[config.mk]
export PLATFORM = sky130hd
export DESIGN_NAME = alu_cmd_sequencer
export DESIGN_NICKNAME = d
export VERILOG_FILES = /design/src/rtl/alu_cmd_sequencer.sv
export SDC_FILE = /design/constraint.sdc
export NUM_CORES = 1
export LEC_CHECK = 0
export BUFFER_PORTS_ARGS = -buffer_cell sky130_fd_sc_hd__buf_2
export CORE_MARGIN = 2
export CORE_UTILIZATION = 50
export DETAILED_ROUTE_END_ITERATION = 8
export HOLD_SLACK_MARGIN = 0.03
export PLACE_DENSITY = 0.78
export SETUP_SLACK_MARGIN = 0.2
export SYNTH_ARGS = -nofsm -noshare
export SYNTH_HDL_FRONTEND = slang
export SYNTH_SLANG_ARGS = --single-unit
[constraint.sdc]
create_clock -name clk -period 3.1 [get_ports clk]
set_clock_uncertainty 0.2 [all_clocks]
set_input_delay 0.31 -clock clk [delete_from_list [all_inputs] [get_ports clk]]
set_output_delay 0.31 -clock clk [all_outputs]
set_load 0.02 [all_outputs]
[src/rtl/alu_cmd_sequencer.sv]
// Command-issue stage for the 4-bit ALU: buffers commands in a FIFO, reads
// operands from a 4-entry register file and writes ALU results back.
module alu_cmd_sequencer #(
    parameter int DATA_W     = 4,
    parameter int FIFO_DEPTH = 4
) (
    input  logic              clk,
    input  logic              rst_n,
    input  logic              cmd_valid,
    output logic              cmd_ready,
    input  logic [2:0]        cmd_op,
    input  logic [1:0]        cmd_rd,
    input  logic [1:0]        cmd_rs1,
    input  logic [1:0]        cmd_rs2,
    input  logic              issue_en,
    input  logic              hst_we,
    input  logic [1:0]        hst_addr,
    input  logic [DATA_W-1:0] hst_data,
    input  logic [1:0]        dbg_addr,
    output logic [DATA_W-1:0] dbg_data,
    output logic [DATA_W-1:0] alu_a,
    output logic [DATA_W-1:0] alu_b,
    output logic [2:0]        alu_sel,
    input  logic [DATA_W-1:0] alu_result,
    input  logic              alu_carry,
    input  logic              alu_zero,
    output logic              rsp_valid,
    output logic [DATA_W-1:0] rsp_data,
    output logic              rsp_carry,
    output logic              rsp_zero,
    output logic              busy
);
    localparam int PW = $clog2(FIFO_DEPTH);
    localparam int CW = 9;

    typedef enum logic {IDLE, EXEC} state_t;
    state_t state, state_nx;

    logic [CW-1:0]     fifo_mem [FIFO_DEPTH];
    logic [PW-1:0]     wr_ptr, rd_ptr;
    logic [PW:0]       count;
    logic [CW-1:0]     head;
    logic              push, pop, wb;
    logic [DATA_W-1:0] regs [4];
    logic [1:0]        rd_q;

    assign head      = fifo_mem[rd_ptr];
    assign cmd_ready = (count != (PW+1)'(FIFO_DEPTH));
    assign push      = cmd_valid && cmd_ready;
    assign busy      = (state == EXEC) || (count != '0);
    assign dbg_data  = regs[dbg_addr];

    always_comb begin
        state_nx = state;
        pop      = 1'b0;
        wb       = 1'b0;
        case (state)
            IDLE: begin
                if (issue_en && (count != '0)) begin
                    pop      = 1'b1;
                    state_nx = EXEC;
                end
            end
            EXEC: begin
                wb       = 1'b1;
                state_nx = IDLE;
            end
            default: state_nx = IDLE;
        endcase
    end

    always_ff @(posedge clk or negedge rst_n) begin
        if (!rst_n) begin
            state <= IDLE;
        end else begin
            state <= state_nx;
        end
    end

    // Storage is left unreset; only valid entries between the pointers are ever read.
    always_ff @(posedge clk) begin
        if (push) begin
            fifo_mem[wr_ptr] <= {cmd_op, cmd_rd, cmd_rs1, cmd_rs2};
        end
    end

    always_ff @(posedge clk or negedge rst_n) begin
        if (!rst_n) begin
            wr_ptr <= '0;
            rd_ptr <= '0;
            count  <= '0;
        end else begin
            if (push) wr_ptr <= wr_ptr + 1'b1;
            if (pop)  rd_ptr <= rd_ptr + 1'b1;
            case ({push, pop})
                2'b10:   count <= count + 1'b1;
                2'b01:   count <= count - 1'b1;
                default: count <= count;
            endcase
        end
    end

    always_ff @(posedge clk or negedge rst_n) begin
        if (!rst_n) begin
            alu_a     <= '0;
            alu_b     <= '0;
            alu_sel   <= '0;
            rd_q      <= '0;
            rsp_valid <= 1'b0;
            rsp_data  <= '0;
            rsp_carry <= 1'b0;
            rsp_zero  <= 1'b0;
        end else begin
            rsp_valid <= wb;
            if (pop) begin
                alu_sel <= head[8:6];
                rd_q    <= head[5:4];
                alu_a   <= regs[head[3:2]];
                alu_b   <= regs[head[1:0]];
            end
            if (wb) begin
                rsp_data  <= alu_result;
                rsp_carry <= alu_carry;
                rsp_zero  <= alu_zero;
            end
        end
    end

    // Writeback has priority over a host write to the same register.
    always_ff @(posedge clk or negedge rst_n) begin
        if (!rst_n) begin
            for (int unsigned i = 0; i < 4; i++) begin
                regs[i] <= '0;
            end
        end else begin
            if (hst_we && !(wb && (hst_addr == rd_q))) begin
                regs[hst_addr] <= hst_data;
            end
            if (wb) begin
                regs[rd_q] <= alu_result;
            end
        end
    end
endmodule

==> impl_results.md, run 1 <==
* Commonest non-fill, non-tap cell in the layout: buf_2
* Post-synth EDFFs at 36
* Row Count at 31
* Static Leakage at around 1.8 nW
* Core area at 7210 um2
* Fill cells at 597
* CTS resizes at 0
* Initial Util at 0.512
* Area growth, synth to finish at 18.3%
* WS Path Type: reg2reg
* # port buffers at 51
* YS warnings at 0
* Via count at 2,470
* CTS Buf Count at 9
* Count of final setup violators at 0
* Number of vias per cell at 5.68
* CTS clk-pin slew, worst paths at roughly 0.090 ns
* Hold buffers post-CTS at 12
* Sequential share of power at 0.433
* Ys async rst share at 0.550
* Total wire length at 7.67 mm
* Post-CTS Repair Setup Buffers at 0
* Crit-path max FO at 6
* IO Pins at 52
* Final period util at 0.802
* Reg2reg setup slack at 0.61 ns
* Largest net degree at the start of global routing at 45
* Clk_lat worst skew at 0.34 ns
* Antenna Cells at 0
* Total GRT Usage at 0.200
* H-tree lvl count at 3
* Final Non-Filler Cells at 435
* Net Sw Frac at 0.377
* CP endpoint kind: register
* Drt first pass iters at 5
* CTS tree: done
* Top cell type's share of synthesized area at 0.298
* Fin nets at 365
* Wire length of the first global-routing pass at roughly 13 mm
* Max-Slew Margin vs Limit at 0.341
* Grt ovf at 0
* Clock buffer depth at 2
* DRC violation count after routing at 0
* Req. time, crit path at 3.17 ns
* Internal at 2.66 mW
* Share of cells above drive strength 1 at 0.280
* Max-slew violations at 0
* Most frequent cells in the layout: 51 x buf_2, 44 x dfrtp_1, 36 x edfxtp_1, 22 x o21ai_0, 21 x nand3_1
* Routability Congestion at roughly 0.88
* Mapped cell area at ~3700 um2
* Area leader, netlist: dfrtp_1
* Clock Sinks at 80
* Hold WS at 0.0702 ns
* DP Wirelength at 5.37 mm
* Synth top area cells: dfrtp_1 30%, edfxtp_1 29%, mux4_1 5.0%, mux2_2 4.6%, mux4_2 3.7%
* Die Ht at ~90 um
* Worst Path Arrival at 2.55 ns
* Synth cell types at 33
* Post-synth top flop: dfrtp_1
* Fmax at 0.402 GHz
* Worst slew pin tran at 0.988 ns
* Sequential area share after synthesis at 0.591
* NetSw at 1.61 mW
* Status: finished clean
* Clk root buf: clkbuf_8
* Logic pwr share at 0.378
* Mapped Cells at 264
* Worst hold path type: in2reg
* Proportion of power drawn by the clock network at 0.188
* Die width at 90.0 um
* Post-route ant nets at 0
* Pwr/cell area at 979 nW/um2
* Post-synth net total at 298
* Minimum clock period at 2.49 ns
* DRT iter0 DRCs at 251
* DIE AREA at 8090 um2
* Vias in the first global route at 2,538
* Syn avg cell area at roughly 14 um2
* #FFs+latches synth at 80
* Hold Vio Cnt, Final at 0
* TNS Setup at 0 ns
* Max cap viols at 0
* Total placed cells including tap cells at roughly 410
* Worst setup SP type: register
* DR WL/cell at 17.6 um
* Antenna violations before repair at 0
* RSZ-0062 raised after global routing: no
* VDD IR max at 0.470 mV
==> final cells by class <==
class                   count  area [um2]  area share
clock buffers               9         124      0.0284
repair buffers             66         398      0.0911
flip-flops and latches     80        2180       0.500
inverters                   6        22.5     0.00516
well taps                  99         124      0.0284
clock inverters             7        83.8      0.0192
multi-input cells         168        1430       0.328
==> power by group through the flow <==
stage	combinational (mW)	sequential, mW	clock (mW)
finish	1.62	1.85	0.805
global placement	1.55	1.85	0
floorplan	1.12	1.86	0
global route	1.76	1.91	0.868
CTS	1.63	1.85	0.817
detailed placement	1.61	1.87	0
==> cells in the mapped netlist, types with 3 or more instances <==
cell type / n
nand3b_1: 4
mux2_2: 15
o21ai_0: 22
xor2_1: 3
inv_1: 6
nand3_1: 21
edfxtp_1: 36
ha_1: 5
a31oi_1: 16
mux4_1: 7
and3b_1: 4
mux2i_1: 13
clkbuf_1: 6
nor2_1: 18
and3_1: 6
mux4_2: 6
dfrtp_1: 44
or3_1: 3
xnor2_1: 3
o221ai_1: 6
==> per-stage QoR <==
stage	util	power, mW	setup WS [ns]	cell area (um2)
floorplan	-	2.98	0.647	3690
detailed placement	0.560	3.48	0.621	4040
global placement	0.560	3.40	0.686	4040
finish	0.605	4.28	0.614	4370
global route	0.605	4.53	0.453	4370
CTS	0.605	4.29	0.596	4370
==> logic make-up (layout without fill, tap and decap cells) <==
| family | after synthesis | after routing | share of synthesized area |
|---|---|---|---|
| flip-flops | 80 | 80 | 0.591 |
| AND/OR/NAND/NOR | 66 | 66 | 0.0989 |
| AO/OA/AOI/OAI | 48 | 48 | 0.0813 |
| multiplexers | 42 | 42 | 0.171 |
| buffers and inverters | 16 | 88 | 0.0210 |
| adder cells (fa/ha/maj) | 6 | 6 | 0.0224 |
| XOR/XNOR | 6 | 6 | 0.0142 |
==> flip-flops by register name, summed over array words and instances (netlist names) <==
signal     cells
regs          16
alu_a          4
rsp_valid      1
rsp_data       4
alu_b          4
alu_sel        3
state          1
fifo_mem      36
rsp_zero       1
rd_q           2
rd_ptr         2
wr_ptr         2
count          3
rsp_carry      1
==> per-layer routing <==
metal,GRT usage,vias to the layer above,routed length [um]
met5,0,-,0
met4,0.0564,0,101
met3,0.0386,10,507
met2,0.319,98,3700
met1,0.286,1202,3360
li1,-,1160,-
==> worst paths after layout <==
| path | cells past startpoint | endpoint | from |
|---|---|---|---|
| setup / recovery | 9 | count[2]$_DFFE_PN0P_ | count[0]$_DFFE_PN0P_ |
| hold / removal | 3 | regs[6]$_DFF_PN0_ | hst_data[2] |
| setup reg to reg | 9 | count[2]$_DFFE_PN0P_ | count[0]$_DFFE_PN0P_ |
| hold reg to reg | 1 | rsp_data[3]$_DFFE_PN0P_ | rsp_data[3]$_DFFE_PN0P_ |
| max in group asynchronous | 2 | rsp_valid$_DFF_PN0_ | rst_n |
| min in group asynchronous | 2 | regs[8]$_DFF_PN0_ | rst_n |
==> critical path, cell delays in order (launching register included) <==
cell,delay [ns]
dfrtp_1,0.43
or3b_1,0.47
and2_1,0.23
inv_1,0.07
ha_1,0.17
inv_1,0.06
fa_1,0.37
xor2_1,0.15
nor2_1,0.11
xor2_1,0.15
(Power assumes the default switching activity.)
==> inputs of run 2 (changes only) <==
Clock period 3.1 ns to 2.5 ns, I/O delays scaled along.
==> run 2 against run 1 <==
Against the previous run:
- hold slack got worse by 0.0030 ns
- worst setup slack lost 0.39 ns
- fmax grew 9.3%
- highest routed layer unchanged
- critical path type unchanged
- register-to-register slack got worse by 0.39 ns
- first-iteration DRC count increased by 25%
- utilization is 2.8 points higher
==> impl_results.md, run 2 (synthesized netlist as in run 1, its figures left out) <==
* Status: finished clean
* Crit-path max FO at 3 (-3)
* Place WS at 0.154 ns (-0.466 ns)
* Largest register by flop count: fifo_mem
* RSZ-0062 raised after global routing: yes
* Fill cells at 541 (-9.4%)
* # port buffers at 51 (unchanged)
* Max-slew violations at 0 (unchanged)
* Hold Vio Cnt, Final at 0 (unchanged)
* CTS clk-pin slew, worst paths at 0.09 ns (about the same)
* Vias in the first global route at 2,739 (+7.9%)
* DRT iter0 DRCs at 313 (+25%)
* Die Ht at 90.0 um (unchanged)
* Grt ovf at 0 (unchanged)
* CTS tree: done
* Req. time, crit path at 2.58 ns (-0.59 ns)
* Via count at 2,654 (+7.4%)
* Setup slack after layout at 0.226 ns (-0.388 ns)
* Routability Congestion at 0.827 (-6.1%)
* Final period util at 0.910 (+0.108)
* DRC violation count after routing at 0 (unchanged)
* Max-Slew Margin vs Limit at 0.663 (+0.321)
* Count of final setup violators at 0 (unchanged)
* VDD IR max at 0.688 mV (+46%)
* DP Wirelength at 5.51 mm (+2.6%)
* Post-route ant nets at 0 (unchanged)
* Number of vias per cell at 5.82 (+2.5%)
* Clk root buf: clkbuf_8
* Minimum clock period at 2.27 ns (-0.212 ns)
* Area growth, synth to finish at 23.7%
* Fmax at 0.440 GHz (+9.3%)
* Worst slew pin tran at 0.506 ns (-0.482 ns)
* DR WL/cell at 18.2 um (+3.1%)
* CTS Buf Count at 9 (unchanged)
* Most frequent cells in the layout: 51 x buf_2, 44 x dfrtp_1, 36 x edfxtp_1, 24 x dlygate4sd3_1, 22 x o21ai_0
* Worst hold path type: in2reg
* Worst setup SP type: register
* Static Leakage at 1.89 nW (+5.3%)
* Clock buffer depth at 2 (unchanged)
* Total GRT Usage at 0.219 (+0.0183)
* WS Path Type: reg2reg
* Total wire length at 8.29 mm (+8.1%)
* Antenna violations before repair at 0 (unchanged)
* Initial Util at 0.512 (unchanged)
* Pwr/cell area at 1200 nW/um2 (+23%)
* Row Count at 31 (unchanged)
* H-tree lvl count at 3 (unchanged)
* Worst Path Arrival at 2.35 ns (-0.20 ns)
* Clock Sinks at 80 (unchanged)
* Max cap viols at 0 (unchanged)
* Regs by FF count: fifo_mem (36), regs (16)
* Commonest non-fill, non-tap cell in the layout: buf_2
* Fin nets at 386 (+5.8%)
* Core area at 7210 um2 (unchanged)
* Max reg flops at 36 (unchanged)
* IO Pins at 52 (unchanged)
* Antenna Cells at 0 (unchanged)
* TNS Setup at 0 ns (unchanged)
* Largest net degree at the start of global routing at 30 (-33%)
* CP endpoint kind: register
* DIE AREA at 8090 um2 (unchanged)
* Share of cells above drive strength 1 at 0.303 (+0.0228)
* Drt first pass iters at 5 (unchanged)
* Wire length of the first global-routing pass at 13.7 mm (+7.5%)
* Die width at 90.0 um (unchanged)
* Clk_lat worst skew at 0.36 ns (+0.02 ns)
## run 2: layout make-up
cell class	count	area, um2	share of cell area
Clock inverter	7	83.8	0.0183
Tap cell	99	124	0.0271
Timing Repair Buffer	87	586	0.128
Inverter	6	22.5	0.00493
Clock buffer	9	124	0.0271
Sequential cell	80	2180	0.477
Multi-Input combinational cell	168	1450	0.317
## run 2: through the flow
step           hold slack, ns  std cells  power (mW)  utilization  cell area [um2]
5_1_grt                0.0979        456        5.81        0.634             4570
4_1_cts                0.0587        456        5.50        0.633             4570
6_report               0.0672        456        5.50        0.634             4570
2_1_floorplan          -0.246        264        3.71            -             3700
3_5_place_dp         -0.00500        411        4.36        0.565             4080
3_3_place_gp          -0.0141        411        4.28        0.565             4080
## run 2: final timing paths
path | startpoint | to | slack (ns) | cells past startpoint
setup reg to reg | count[0]$_DFFE_PN0P_ | count[2]$_DFFE_PN0P_ | 0.23 | 9
hold reg to reg | rsp_data[2]$_DFFE_PN0P_ | rsp_data[2]$_DFFE_PN0P_ | 0.31 | 1
hold / removal | cmd_valid | wr_ptr[0]$_DFFE_PN0P_ | 0.07 | 3
setup / recovery | count[0]$_DFFE_PN0P_ | count[2]$_DFFE_PN0P_ | 0.23 | 9
min in group asynchronous | rst_n | regs[9]$_DFF_PN0_ | 0.14 | 2
max in group asynchronous | rst_n | regs[5]$_DFF_PN0_ | 1.22 | 3
## run 2: worst max-delay path: stages (launching register included)
cell and delay [ns]:
dfrtp_1 0.40, or3b_4 0.41, and2_4 0.16, inv_1 0.06, ha_2 0.17, inv_1 0.05, fa_2 0.33, xor2_1 0.14
nor2_1 0.13, xor2_1 0.15
## run 2: what timing repair did
| action | 4_1_cts | 5_1_grt |
|---|---|---|
| pin swaps | 2 | 1 |
| gates resized for setup | 2 | 1 |
| endpoints found under the hold margin | 73 | 0 |
| hold buffers | 24 | 0 |
| setup endpoints to repair | 1 | 2 |
| buffers inserted | 5 | 0 |
## run 2: power by group
group,internal (mW),switching [mW]
Combinational,1.10,1.13
Sequential,1.87,0.404
Clock,0.482,0.520
## run 2: metal layers
metal / part of all wire / GRT usage
met1: 0.41 / 0.286
met2: 0.49 / 0.360
met3: 0.067 / 0.0335
met4: 0.030 / 0.108
met5: 0 / 0
==> inputs of run 3 (changes only) <==
Settings changed: PLACE_DENSITY 0.78 to 0.81.
Clock period 2.5 ns to 1.85 ns, I/O delays scaled along.
==> run 3 against run 2 <==
Against the previous run:
- the run now ends with setup timing left
- combinational power increased by 96%
- register-to-register slack got worse by 0.60 ns
- sequential power increased by 32%
- critical path depth unchanged
- worst setup slack got worse by 0.60 ns
- final area increased by 11%
- clock power increased by 36%
- critical path type unchanged
- via count increased by 6.4%
- clock-buffer cell count unchanged
- total power increased by 59%
- sequential share of layout area decreased by 4.5 points
==> impl_results.md, run 3 (synthesized netlist as in run 1, its figures left out) <==
* Status: complete, but fails checks
* Failing checks: setup timing
* H-tree lvl count at 3 (unchanged)
* Clock Sinks at 80 (unchanged)
* IO Pins at 52 (unchanged)
* Max cap viols at 0 (unchanged)
* Wire length of the first global-routing pass at 14.8 mm (+7.3%)
* Worst slew pin tran at 0.550 ns (+0.0433 ns)
* RSZ-0062 raised after global routing: yes
* Fin nets at 415 (+7.5%)
* Req. time, crit path at 1.93 ns (-0.65 ns)
* Area growth, synth to finish at 36.9%
* Grt ovf at 0 (unchanged)
* Antenna Cells at 0 (unchanged)
* Crit-path max FO at 2 (-1)
* Post-layout util at 0.701 (+0.0673)
* Max-slew violations at 0 (unchanged)
* Pwr/cell area at 1730 nW/um2 (+44%)
* Core area at 7210 um2 (unchanged)
* Most frequent cells in the layout: 45 x buf_2, 39 x dfrtp_1, 36 x edfxtp_1, 32 x buf_4, 22 x o21ai_0
* CP endpoint kind: register
* Total placed cells including tap cells at 422 (+2.7%)
* Die Ht at 90.0 um (unchanged)
* Drt first pass iters at 5 (unchanged)
* Number of vias per cell at 5.82 (about the same)
* Vias in the first global route at 2,844 (+3.8%)
* Place WS at -0.344 ns (-0.498 ns)
* Max-Slew Margin vs Limit at 0.633 (-0.0297)
* Hold Vio Cnt, Final at 0 (unchanged)
* Post-route cell area at 5060 um2 (+11%)
* DRT iter0 DRCs at 369 (+18%)
* Regs by FF count: fifo_mem (36), regs (16)
* CTS tree: done
* Clock buffer depth at 2 (unchanged)
* DR WL/cell at 20.2 um (+11%)
* Worst hold path type: in2async
* Clk root buf: clkbuf_8
* Die width at 90.0 um (unchanged)
* Minimum clock period at 2.22 ns (-0.0527 ns)
* Max reg flops at 36 (unchanged)
* Clk_lat worst skew at 0.36 ns (about the same)
* Final period util at 1.20 (+0.291)
* Total GRT Usage at 0.239 (+0.0201)
* # port buffers at 51 (unchanged)
* Area after DPL at 4240 um2 (+3.9%)
* Setup slack after layout at -0.372 ns (-0.597 ns)
* Worst setup SP type: register
* Antenna violations before repair at 0 (unchanged)
* Overall power at 8.74 mW (+59%)
* WS Path Type: reg2reg
* Largest register by flop count: fifo_mem
* Post-route ant nets at 0 (unchanged)
* Static Leakage at 2.09 nW (+10%)
* Largest net degree at the start of global routing at 34 (+13%)
* Commonest non-fill, non-tap cell in the layout: buf_2
* Total wire length at 9.81 mm (+18%)
* Final Non-Filler Cells at 485 (+6.4%)
* DIE AREA at 8090 um2 (unchanged)
* DP Wirelength at 5.57 mm (+1.0%)
* Routability Congestion at 0.898 (+8.6%)
* DRC violation count after routing at 0 (unchanged)
* Fmax at 0.450 GHz (+2.4%)
* Share of cells above drive strength 1 at 0.466 (+0.164)
* Initial Util at 0.512 (unchanged)
* Via count at 2,823 (+6.4%)
* CTS Buf Count at 9 (unchanged)
* Worst Path Arrival at 2.30 ns (-0.05 ns)
* Count of final setup violators at 18 (+18)
* CTS clk-pin slew, worst paths at 0.09 ns (about the same)
* Fill cells at 488 (-9.8%)
* VDD IR max at 0.875 mV (+27%)
* Row Count at 31 (unchanged)
-- run 3: repair_timing --
item | CTS | global route
cloned | 0 | 0
pin swaps | 8 | 5
resized for setup | 51 | 15
hold endpoints to repair | 102 | 0
buffers inserted | 18 | 9
hold buffers | 20 | 0
endpoints found under the setup margin | 63 | 71
-- run 3: per-layer routing --
| layer | vias up | global-route usage | wire, um |
|---|---|---|---|
| met1 | 1361 | 0.321 | 3850 |
| li1 | 1255 | - | - |
| met5 | - | 0 | 0 |
| met2 | 168 | 0.376 | 4670 |
| met4 | 0 | 0.119 | 499 |
| met3 | 39 | 0.0461 | 788 |
-- run 3: path summary, 6_finish.rpt --
kind	slack (ns)	end	start	depth (start not counted)
max	-0.37	count[2]$_DFFE_PN0P_	count[0]$_DFFE_PN0P_	9
min	0.05	regs[9]$_DFF_PN0_	rst_n	2
max reg2reg	-0.37	count[2]$_DFFE_PN0P_	count[0]$_DFFE_PN0P_	9
min reg2reg	0.31	rsp_zero$_DFFE_PN0P_	rsp_zero$_DFFE_PN0P_	1
max in group asynchronous	0.90	regs[4]$_DFF_PN0_	rst_n	3
min in group clk	0.09	regs[15]$_DFF_PN0_	hst_addr[1]	4
-- run 3: area by class of cell --
cell class / instances / area, um2 / share of cell area
Timing Repair Buffer: 116 / 896 / 0.177
Tap cell: 99 / 124 / 0.0245
Clock inverter: 7 / 85.1 / 0.0168
Sequential cell: 80 / 2190 / 0.433
Inverter: 6 / 22.5 / 0.00445
Multi-Input combinational cell: 168 / 1620 / 0.320
Clock buffer: 9 / 124 / 0.0245
-- run 3: metrics by stage --
stage                     setup TNS, ns  hold slack [ns]
after floorplan                  -0.875           -0.311
after global placement            -1.77           -0.117
after detailed placement          -1.97           -0.113
after CTS                         -1.08           0.0419
after global routing              -2.95           0.0694
final                             -1.80           0.0453
-- run 3: critical path: stages, from the launching register on --
cell	delay (ns)
dfrtp_1	0.40
or3b_4	0.40
and2_4	0.15
inv_2	0.06
ha_4	0.13
inv_2	0.03
fa_2	0.33
xor2_1	0.14
nor2_1	0.11
xor2_1	0.19
-- run 3: report_power, final --
| group | leakage, nW | internal, mW | switching (mW) | total, mW |
|---|---|---|---|---|
| Combinational | 1.13 | 2.26 | 2.12 | 4.38 |
| Sequential | 0.845 | 2.54 | 0.454 | 2.99 |
| Clock | 0.107 | 0.652 | 0.712 | 1.36 |
